--- config.mk ---
export PLATFORM = sky130hd
export DESIGN_NAME = seq_arb_ctrl
export DESIGN_NICKNAME = d
export VERILOG_FILES = /design/src/rtl/seq_arb_ctrl.sv
export SDC_FILE = /design/constraint.sdc
export NUM_CORES = 1
export LEC_CHECK = 0
export ABC_AREA = 1
export CORE_UTILIZATION = 38
export DETAILED_ROUTE_END_ITERATION = 6
export PLACE_DENSITY_LB_ADDON = 0.3
export SLEW_MARGIN = 40
export SYNTH_ARGS = -nofsm -noshare
export SYNTH_HDL_FRONTEND = slang
export SYNTH_SLANG_ARGS = --single-unit
--- constraint.sdc ---
create_clock -name CK -period 3.5 [get_ports CK]
set_input_delay 0.35 -clock CK [delete_from_list [all_inputs] [get_ports CK]]
set_output_delay 0.35 -clock CK [all_outputs]
set_load 0.01 [all_outputs]
--- src/rtl/seq_arb_ctrl.sv ---
// Sequential grant controller: arbitrates N_CH request lines (round-robin or fixed
// priority), holds one grant for len+1 cycles, and reports completion/abort.
module seq_arb_ctrl #(
    parameter int N_CH  = 7,
    parameter int CNT_W = 4,
    parameter int ID_W  = 3
) (
    input  logic             CK,
    input  logic             RST,
    input  logic [N_CH-1:0]  req,
    input  logic [CNT_W-1:0] len,
    input  logic             mode,
    output logic [N_CH-1:0]  gnt,
    output logic [ID_W-1:0]  gnt_id,
    output logic             busy,
    output logic             done,
    output logic             abort
);

    localparam logic [1:0] S_IDLE = 2'd0;
    localparam logic [1:0] S_GNT  = 2'd1;
    localparam logic [1:0] S_DONE = 2'd2;

    localparam logic [ID_W:0] N_CH_W = (ID_W + 1)'(N_CH);

    logic [1:0]       state_q,  state_d;
    logic [N_CH-1:0]  gnt_q,    gnt_d;
    logic [ID_W-1:0]  gnt_id_q, gnt_id_d;
    logic [ID_W-1:0]  ptr_q,    ptr_d;
    logic [CNT_W-1:0] cnt_q,    cnt_d;
    logic             abort_q,  abort_d;

    logic [N_CH-1:0]  req_rot;
    logic [ID_W-1:0]  rr_off;
    logic [ID_W:0]    rr_sum;
    logic [ID_W:0]    ptr_inc;
    logic [ID_W-1:0]  win;
    logic             hold_ok;

    function automatic logic [ID_W-1:0] lowest_set(input logic [N_CH-1:0] v);
        logic [ID_W-1:0] idx;
        idx = '0;
        for (int i = N_CH - 1; i >= 0; i--) begin
            if (v[i]) idx = ID_W'(i);
        end
        return idx;
    endfunction

    // Round-robin search: rotate requests so ptr lands on bit 0, then map the
    // lowest set offset back to an absolute channel index modulo N_CH.
    always_comb begin
        req_rot = N_CH'({req, req} >> ptr_q);
        rr_off  = lowest_set(req_rot);
        rr_sum  = {1'b0, ptr_q} + {1'b0, rr_off};
        if (rr_sum >= N_CH_W) rr_sum = rr_sum - N_CH_W;
        win     = mode ? lowest_set(req) : rr_sum[ID_W-1:0];
        ptr_inc = {1'b0, win} + 1'b1;
        if (ptr_inc == N_CH_W) ptr_inc = '0;
        hold_ok = |(req & gnt_q);
    end

    // NOTE: every signal written here gets a default first so no path leaves it
    // unassigned, which would otherwise infer a latch.
    always_comb begin
        state_d  = state_q;
        gnt_d    = gnt_q;
        gnt_id_d = gnt_id_q;
        ptr_d    = ptr_q;
        cnt_d    = cnt_q;
        abort_d  = 1'b0;
        case (state_q)
            S_IDLE: begin
                if (|req) begin
                    state_d  = S_GNT;
                    gnt_d    = {{(N_CH-1){1'b0}}, 1'b1} << win;
                    gnt_id_d = win;
                    cnt_d    = len;
                    ptr_d    = ptr_inc[ID_W-1:0];
                end
            end
            S_GNT: begin
                // A dropped request wins over normal expiry on the same cycle.
                if (!hold_ok) begin
                    state_d = S_DONE;
                    gnt_d   = '0;
                    abort_d = 1'b1;
                end else if (cnt_q == '0) begin
                    state_d = S_DONE;
                    gnt_d   = '0;
                end else begin
                    cnt_d = cnt_q - 1'b1;
                end
            end
            S_DONE: begin
                state_d = S_IDLE;
            end
            default: begin
                state_d = S_IDLE;
                gnt_d   = '0;
            end
        endcase
    end

    // NOTE: state flops use non-blocking assignments so every flop samples the
    // pre-edge values, independent of statement order.
    always_ff @(posedge CK or posedge RST) begin
        if (RST) begin
            state_q  <= S_IDLE;
            gnt_q    <= '0;
            gnt_id_q <= '0;
            ptr_q    <= '0;
            cnt_q    <= '0;
            abort_q  <= 1'b0;
        end else begin
            state_q  <= state_d;
            gnt_q    <= gnt_d;
            gnt_id_q <= gnt_id_d;
            ptr_q    <= ptr_d;
            cnt_q    <= cnt_d;
            abort_q  <= abort_d;
        end
    end

    assign gnt    = gnt_q;
    assign gnt_id = gnt_id_q;
    assign busy   = (state_q != S_IDLE);
    assign done   = (state_q == S_DONE);
    assign abort  = abort_q;

    a_gnt_onehot:  assert property (@(posedge CK) disable iff (RST) $onehot0(gnt));
    a_done_state:  assert property (@(posedge CK) disable iff (RST) done |-> (state_q == S_DONE));
    a_abort_done:  assert property (@(posedge CK) disable iff (RST) abort |-> done);
    a_gnt_busy:    assert property (@(posedge CK) disable iff (RST) (|gnt) |-> busy);

endmodule

==> results of run 1 <==
stage by stage:
stage	setup WS, ns	TNS [ns]
2_1_floorplan	0.1898	0
5_1_grt	-0.1014	-0.2825
4_1_cts	0.02337	0
3_3_place_gp	-0.2618	-0.7331
3_5_place_dp	-0.3255	-1.131
6_report	0.09218	0
state kept, by name, summed over array words and instances, names as in the netlist:
signal	flops
gnt	7
abort	1
state_q	2
cnt_q	4
ptr_q	3
gnt_id	3
kinds of logic (layout without fill, tap and decap cells):
| kind of cell | after synthesis | after routing |
|---|---|---|
| adder cells (fa/ha/maj) | 10 | 10 |
| AND/OR/NAND/NOR | 174 | 174 |
| XOR/XNOR | 1 | 1 |
| AO/OA/AOI/OAI | 20 | 20 |
| flip-flops | 20 | 20 |
| buffers and inverters | 32 | 92 |
repair_timing:
action,CTS,global route
setup endpoints to repair,3,8
gates resized for setup,11,47
buffers inserted,4,8
pin swaps,5,18
power breakdown:
| group | switching [mW] | total [mW] | internal (mW) | leakage (nW) |
|---|---|---|---|---|
| registers | 0.0686 | 0.393 | 0.324 | 0.256 |
| clock network | 0.0792 | 0.179 | 0.100 | 0.0288 |
| logic | 1.13 | 2.06 | 0.927 | 1.02 |
| total | 1.28 | 2.63 | 1.35 | 1.30 |
cells in the mapped netlist:
cell | n | area [um2]
a21boi_1 | 1 | 7.510
a21oi_1 | 1 | 5.000
a21oi_2 | 2 | 17.52
and2_1 | 1 | 6.260
buf_2 | 1 | 5.000
buf_6 | 3 | 33.78
dfrtp_1 | 20 | 500.5
fa_1 | 1 | 20.02
ha_1 | 9 | 112.6
inv_1 | 23 | 86.33
inv_2 | 3 | 11.26
inv_4 | 1 | 6.260
inv_6 | 1 | 8.760
nand2_1 | 105 | 394.1
nand2_2 | 6 | 37.54
nand2_4 | 2 | 22.52
nand3_1 | 33 | 165.2
nand3_2 | 2 | 20.02
nand4_1 | 4 | 25.02
nor2_1 | 13 | 48.80
nor2_2 | 5 | 31.28
nor2_4 | 1 | 11.26
nor3_1 | 1 | 5.000
o211ai_2 | 1 | 12.51
o21ai_0 | 8 | 40.04
o21ai_1 | 6 | 30.03
o21bai_1 | 1 | 7.510
or2_1 | 1 | 6.260
xnor2_1 | 1 | 8.760
worst reg2reg max path, cell delays in order, from the launching register on:
cell	delay [ns]
dfrtp_2	0.42
buf_4	0.17
nand2_1	0.09
nand3_1	0.11
nand2_2	0.09
nand2_1	0.06
nand2_2	0.07
nand2_1	0.05
nand2_1	0.05
nand2_1	0.06
a21boi_2	0.12
ha_2	0.19
inv_2	0.04
fa_1	0.55
inv_2	0.07
ha_4	0.17
nand3_4	0.09
nand2_4	0.06
nand2_2	0.07
nand2_1	0.04
nand2_1	0.07
nand2_2	0.08
ha_4	0.17
ha_4	0.21
inv_2	0.05
nand3_2	0.07
nand2_1	0.06
nand2_1	0.04
path summary, 6_finish.rpt:
| check | startpoint | to | slack, ns | cells past startpoint |
|---|---|---|---|---|
| worst max-delay path | ptr_q[0] | ptr_q[1] | 0.09 | 27 |
| max in group asynchronous | RST | ptr_q[1] | 2.77 | 2 |
| worst min register to register | gnt_id[1] | gnt_id[1] | 0.50 | 2 |
| worst max register to register | ptr_q[0] | ptr_q[1] | 0.09 | 27 |
| worst min-delay path | RST | cnt_q[3] | 0.40 | 2 |
| min in group CK | gnt_id[1] | gnt_id[1] | 0.50 | 2 |
routing by layer:
metal	track usage, %	vias to the layer above
li1	-	942
met1	23.91	799
met2	32.97	37
met3	5.099	6
met4	5.990	0
met5	0	-
layout make-up:
type,instances,area (um2)
multi-input cells,205,1196
clock buffers,4,55.05
well taps,50,62.56
inverters,28,122.6
fillers,361,1683
flip-flops and latches,20,503.0
repair buffers,60,521.8
==> results.json, run 1 <==
{
  "cts_buffers": 3,
  "clk_pin_slew_ns": 0.08,
  "max_cap_violations": 0,
  "synthesis.area_mm2": 0.001687,
  "drive_above_1_share_pct": 30.60,
  "worstPathArrival_ns": 3.56,
  "cp_top_family": "adder cells",
  "critPathKind": "reg -> reg",
  "syn_area_per_cell_um2": 6.563,
  "dp_hpwl_mm": 3.161,
  "fin_area_mm2": 0.002461,
  "cp-end-kind": "register",
  "syn-num-nets": 281,
  "synthAdderAreaFrac_pct": 7.864,
  "gp_congestion": 0.8230,
  "cts_tree": "built",
  "synth_mux_area_share_pct": 0,
  "wl_per_cell_um": 12.51,
  "place_inst": 351,
  "setup_viol": 0,
  "final_util_pct": 59.39,
  "cts_root_buf": "clkbuf_8",
  "synth_top_family_by_area": "simple AND/OR/NAND/NOR gates",
  "seq_area_frac_synth_pct": 29.67,
  "nNetsFinal": 342,
  "skew_ns": 0.008874,
  "status": "completed",
  "grt_pass1_vias": 1609,
  "syn2layout_area_growth_pct": 45.92,
  "htreeDepth": 1,
  "synthCells": 257,
  "met1Wirelength_mm": 2.057,
  "topRoutingLayerUsed": "met4",
  "crit_path_frequent_cell": "nand2_1",
  "ys_ff_latch": 20,
  "postPlaceCellArea_mm2": 0.002136,
  "die_w_um": 68.62,
  "firstDrtPassIters": 4,
  "required_ns": 3.65,
  "tightest_slew_ns": 0.4331,
  "slowest_stage": "fa_1",
  "p_leak_nw": 1.301,
  "synth_cell_types": 29,
  "dieArea_mm2": 0.004709,
  "crit_buf_inv": 4,
  "powerDensity_mw_per_mm2": 1069,
  "path_max_fanout": 5,
  "grt_setup_unrepaired": "true",
  "grtUsageTotal_pct": 19.44,
  "slew-limit-headroom_pct": 71.08,
  "drv_slew": 0,
  "dr_total_vias": 1784,
  "most-common-layout-cells": "91 x nand2_1, 33 x buf_4, 23 x nand3_1",
  "grt_max_degree": 21,
  "io_buffers": 26,
  "vias_per_cell": 4.861,
  "clock_sinks": 20,
  "fmax_ghz": 0.2934,
  "dr_wl_met3_um": 207,
  "drt_wl_total_mm": 4.591,
  "post-route-period-util_pct": 97.37,
  "drc_errors": 0,
  "synth-warning-count": 0,
  "drt_iter0_drc": 110,
  "start_util_pct": 40.70,
  "critical-path-max-stage-delay_ns": 0.55,
  "antenna_found_initial": 0,
  "fp-row-count": 23,
  "core-area_mm2": 0.004144,
  "antenna_left": 0,
  "finalNonFillerCells": 367,
  "die_h_um": 68.62,
  "synth-compound-area-share_pct": 7.122,
  "overflow": 0,
  "peakVddDrop_mv": 0.6239,
  "hold-worst-slack_ns": 0.3993,
  "hold_path.class": "in -> async",
  "final_common_cell": "nand2_1",
  "cts_buffer_depth": 2,
  "synth-xor-area-share_pct": 0.5193,
  "wl_met2_mm": 2.284,
  "worstSetupStartpointType": "register",
  "io_pins": 27,
  "hold_violations": 0,
  "period_minus_slack_ns": 3.408,
  "antenna_cells": 0,
  "clk_latency_ns": 0.26,
  "grt_pass1_wl_mm": 6.844,
  "yosys.area_share.simple_pct": 45.85,
  "p_total_mw": 2.630,
  "cts_hold_buf": 0
}
Note: power is estimated with default switching activity, not from simulation.
==> run 2: changes to the inputs <==
--- a/config.mk
+++ b/config.mk
@@ -6,9 +6,10 @@
 export NUM_CORES = 1
 export LEC_CHECK = 0
 export ABC_AREA = 1
-export CORE_UTILIZATION = 38
+export CORE_UTILIZATION = 48
 export DETAILED_ROUTE_END_ITERATION = 6
 export PLACE_DENSITY_LB_ADDON = 0.3
+export SETUP_SLACK_MARGIN = 0.1
 export SLEW_MARGIN = 40
 export SYNTH_ARGS = -nofsm -noshare
 export SYNTH_HDL_FRONTEND = slang
==> run 2 against run 1 <==
Via count is 3.3% higher. Clock skew shrank 0.0072 ns. Maximum frequency down 0.92%. Die area shrank 20%. Critical path depth fell by 2. Sequential power is 3% higher. Power increased by 1.4%. Count of clock-buffer cells in the layout unchanged. Non-clock buffer count shrank 3. Critical endpoint unchanged.
==> results.json, run 2 (synthesis gave the netlist of run 1 again) <==
{
  "status": "completed",
  "drc_errors": 0,
  "required_ns": 3.69,
  "core-area_mm2": 0.003363,
  "antenna_left": 0,
  "combPwrFrac_pct": 80.0,
  "drive_above_1_share_pct": 30.57,
  "io_pins": 27,
  "critPathKind": "reg -> reg",
  "slew-limit-headroom_pct": 53.08,
  "most-common-layout-cells": "91 x nand2_1, 29 x buf_4, 25 x clkdlybuf4s50_1",
  "max_cap_violations": 0,
  "cts_buffers": 3,
  "fmax_ghz": 0.2907,
  "pwr-share-seq_pct": 15.1,
  "largest_register_ffs": 7,
  "p_total_mw": 2.668,
  "cp-end-kind": "register",
  "path_max_fanout": 7,
  "nFillCells": 289,
  "dp_hpwl_mm": 3.149,
  "powerDensity_mw_per_mm2": 1092,
  "overflow": 0,
  "peakVddDrop_mv": 0.6635,
  "cts_hold_buf": 0,
  "p_leak_nw": 1.256,
  "drt_iter0_drc": 187,
  "cp_top_family": "adder cells",
  "drv_slew": 0,
  "clk_pin_slew_ns": 0.11,
  "grt_pass1_wl_mm": 6.072,
  "pwr-share-clk_pct": 4.8,
  "final_common_cell": "nand2_1",
  "io_buffers": 26,
  "antenna_cells": 0,
  "wl_per_cell_um": 12.23,
  "switchingPower_mw": 1.312,
  "grtUsageTotal_pct": 21.62,
  "clk_latency_ns": 0.29,
  "cts_root_buf": "clkbuf_4",
  "fp-row-count": 21,
  "htreeDepth": 1,
  "period_minus_slack_ns": 3.440,
  "hold_path.class": "in -> async",
  "grt_setup_unrepaired": "true",
  "nNetsFinal": 339,
  "finalNonFillerCells": 360,
  "skew_ns": 0.001693,
  "critical-path-max-stage-delay_ns": 0.56,
  "setup_viol": 0,
  "vias_per_cell": 5.117,
  "post-route-period-util_pct": 98.27,
  "crit_buf_inv": 5,
  "grt_pass1_vias": 1545,
  "place_inst": 346,
  "die_h_um": 61.28,
  "gp_congestion": 0.8306,
  "worstSetupStartpointType": "register",
  "die_w_um": 61.28,
  "worstPathArrival_ns": 3.63,
  "slowest_stage": "fa_1",
  "dr_total_vias": 1842,
  "syn2layout_area_growth_pct": 44.88,
  "hold_violations": 0,
  "dieArea_mm2": 0.003755,
  "tns_ns": 0,
  "switching_share_pct": 49.19,
  "intPower_mw": 1.356,
  "clock_sinks": 20,
  "tightest_slew_ns": 0.6995,
  "start_util_pct": 50.15,
  "crit_path_frequent_cell": "nand2_1",
  "cts_buffer_depth": 2,
  "firstDrtPassIters": 4,
  "cts_tree": "built",
  "drt_wl_total_mm": 4.404,
  "antenna_found_initial": 0,
  "grt_max_degree": 21
}
run 2: cell types whose count changed in the layout (fill, tap and decap cells not counted), sizes merged:
cell,delta
dlymetal6s2s,-1
clkinv,+1
clkdlybuf4s50,+6
inv,-1
dlygate4sd2,-5
buf,-3
run 2: final timing paths:
| check | end | cells after the start | slack, ns | from |
|---|---|---|---|---|
| worst max-delay path | ptr_q[1] | 25 | 0.06 | ptr_q[0] |
| worst min-delay path | gnt_id[2] | 2 | 0.38 | RST |
| worst max register to register | ptr_q[1] | 25 | 0.06 | ptr_q[0] |
| worst min register to register | gnt_id[1] | 2 | 0.51 | gnt_id[1] |
| max in group asynchronous | ptr_q[1] | 2 | 2.75 | RST |
| min in group CK | gnt_id[1] | 2 | 0.51 | gnt_id[1] |
run 2: power by group through the flow:
stage / logic (mW) / registers (mW) / clock network [mW]
after floorplan: 1.13 / 0.391 / 0
after global placement: 1.54 / 0.420 / 0
after detailed placement: 1.57 / 0.421 / 0
after CTS: 1.76 / 0.403 / 0.135
after global routing: 2.36 / 0.415 / 0.141
final: 2.13 / 0.404 / 0.129
run 2: repair_timing:
action,in CTS,in global routing
hold endpoints to repair,0,0
setup buffers,3,7
pin swaps,5,17
endpoints found under the setup margin,3,9
resized for setup,10,42
run 2: metal layers:
| metal | vias up | GRT usage, % | part of all wire (%) |
|---|---|---|---|
| met5 | - | 0 | 0 |
| met4 | 0 | 4.870 | 1.3 |
| met3 | 6 | 1.471 | 3.4 |
| met2 | 42 | 44.41 | 54 |
| met1 | 854 | 23.71 | 41 |
| li1 | 940 | - | - |
run 2: area by class of cell:
cell class,instances,area (um2),area share (%)
multi-input cells,205,1212,49.62
clock buffers,4,36.28,1.485
flip-flops and latches,20,503.0,20.58
inverters,28,122.6,5.018
repair buffers,57,511.7,20.94
well taps,46,57.56,2.355
run 2: per-stage QoR:
step,hold WS [ns],area [um2],utilization [%],setup WS [ns]
3_3_place_gp,0.4781,2123,63.13,-0.2398
3_5_place_dp,0.4817,2123,63.13,-0.2900
2_1_floorplan,0.3138,1687,-,0.1898
4_1_cts,0.5101,2235,66.44,0.1003
5_1_grt,0.4256,2444,72.66,-0.1477
6_report,0.3842,2444,72.66,0.06043
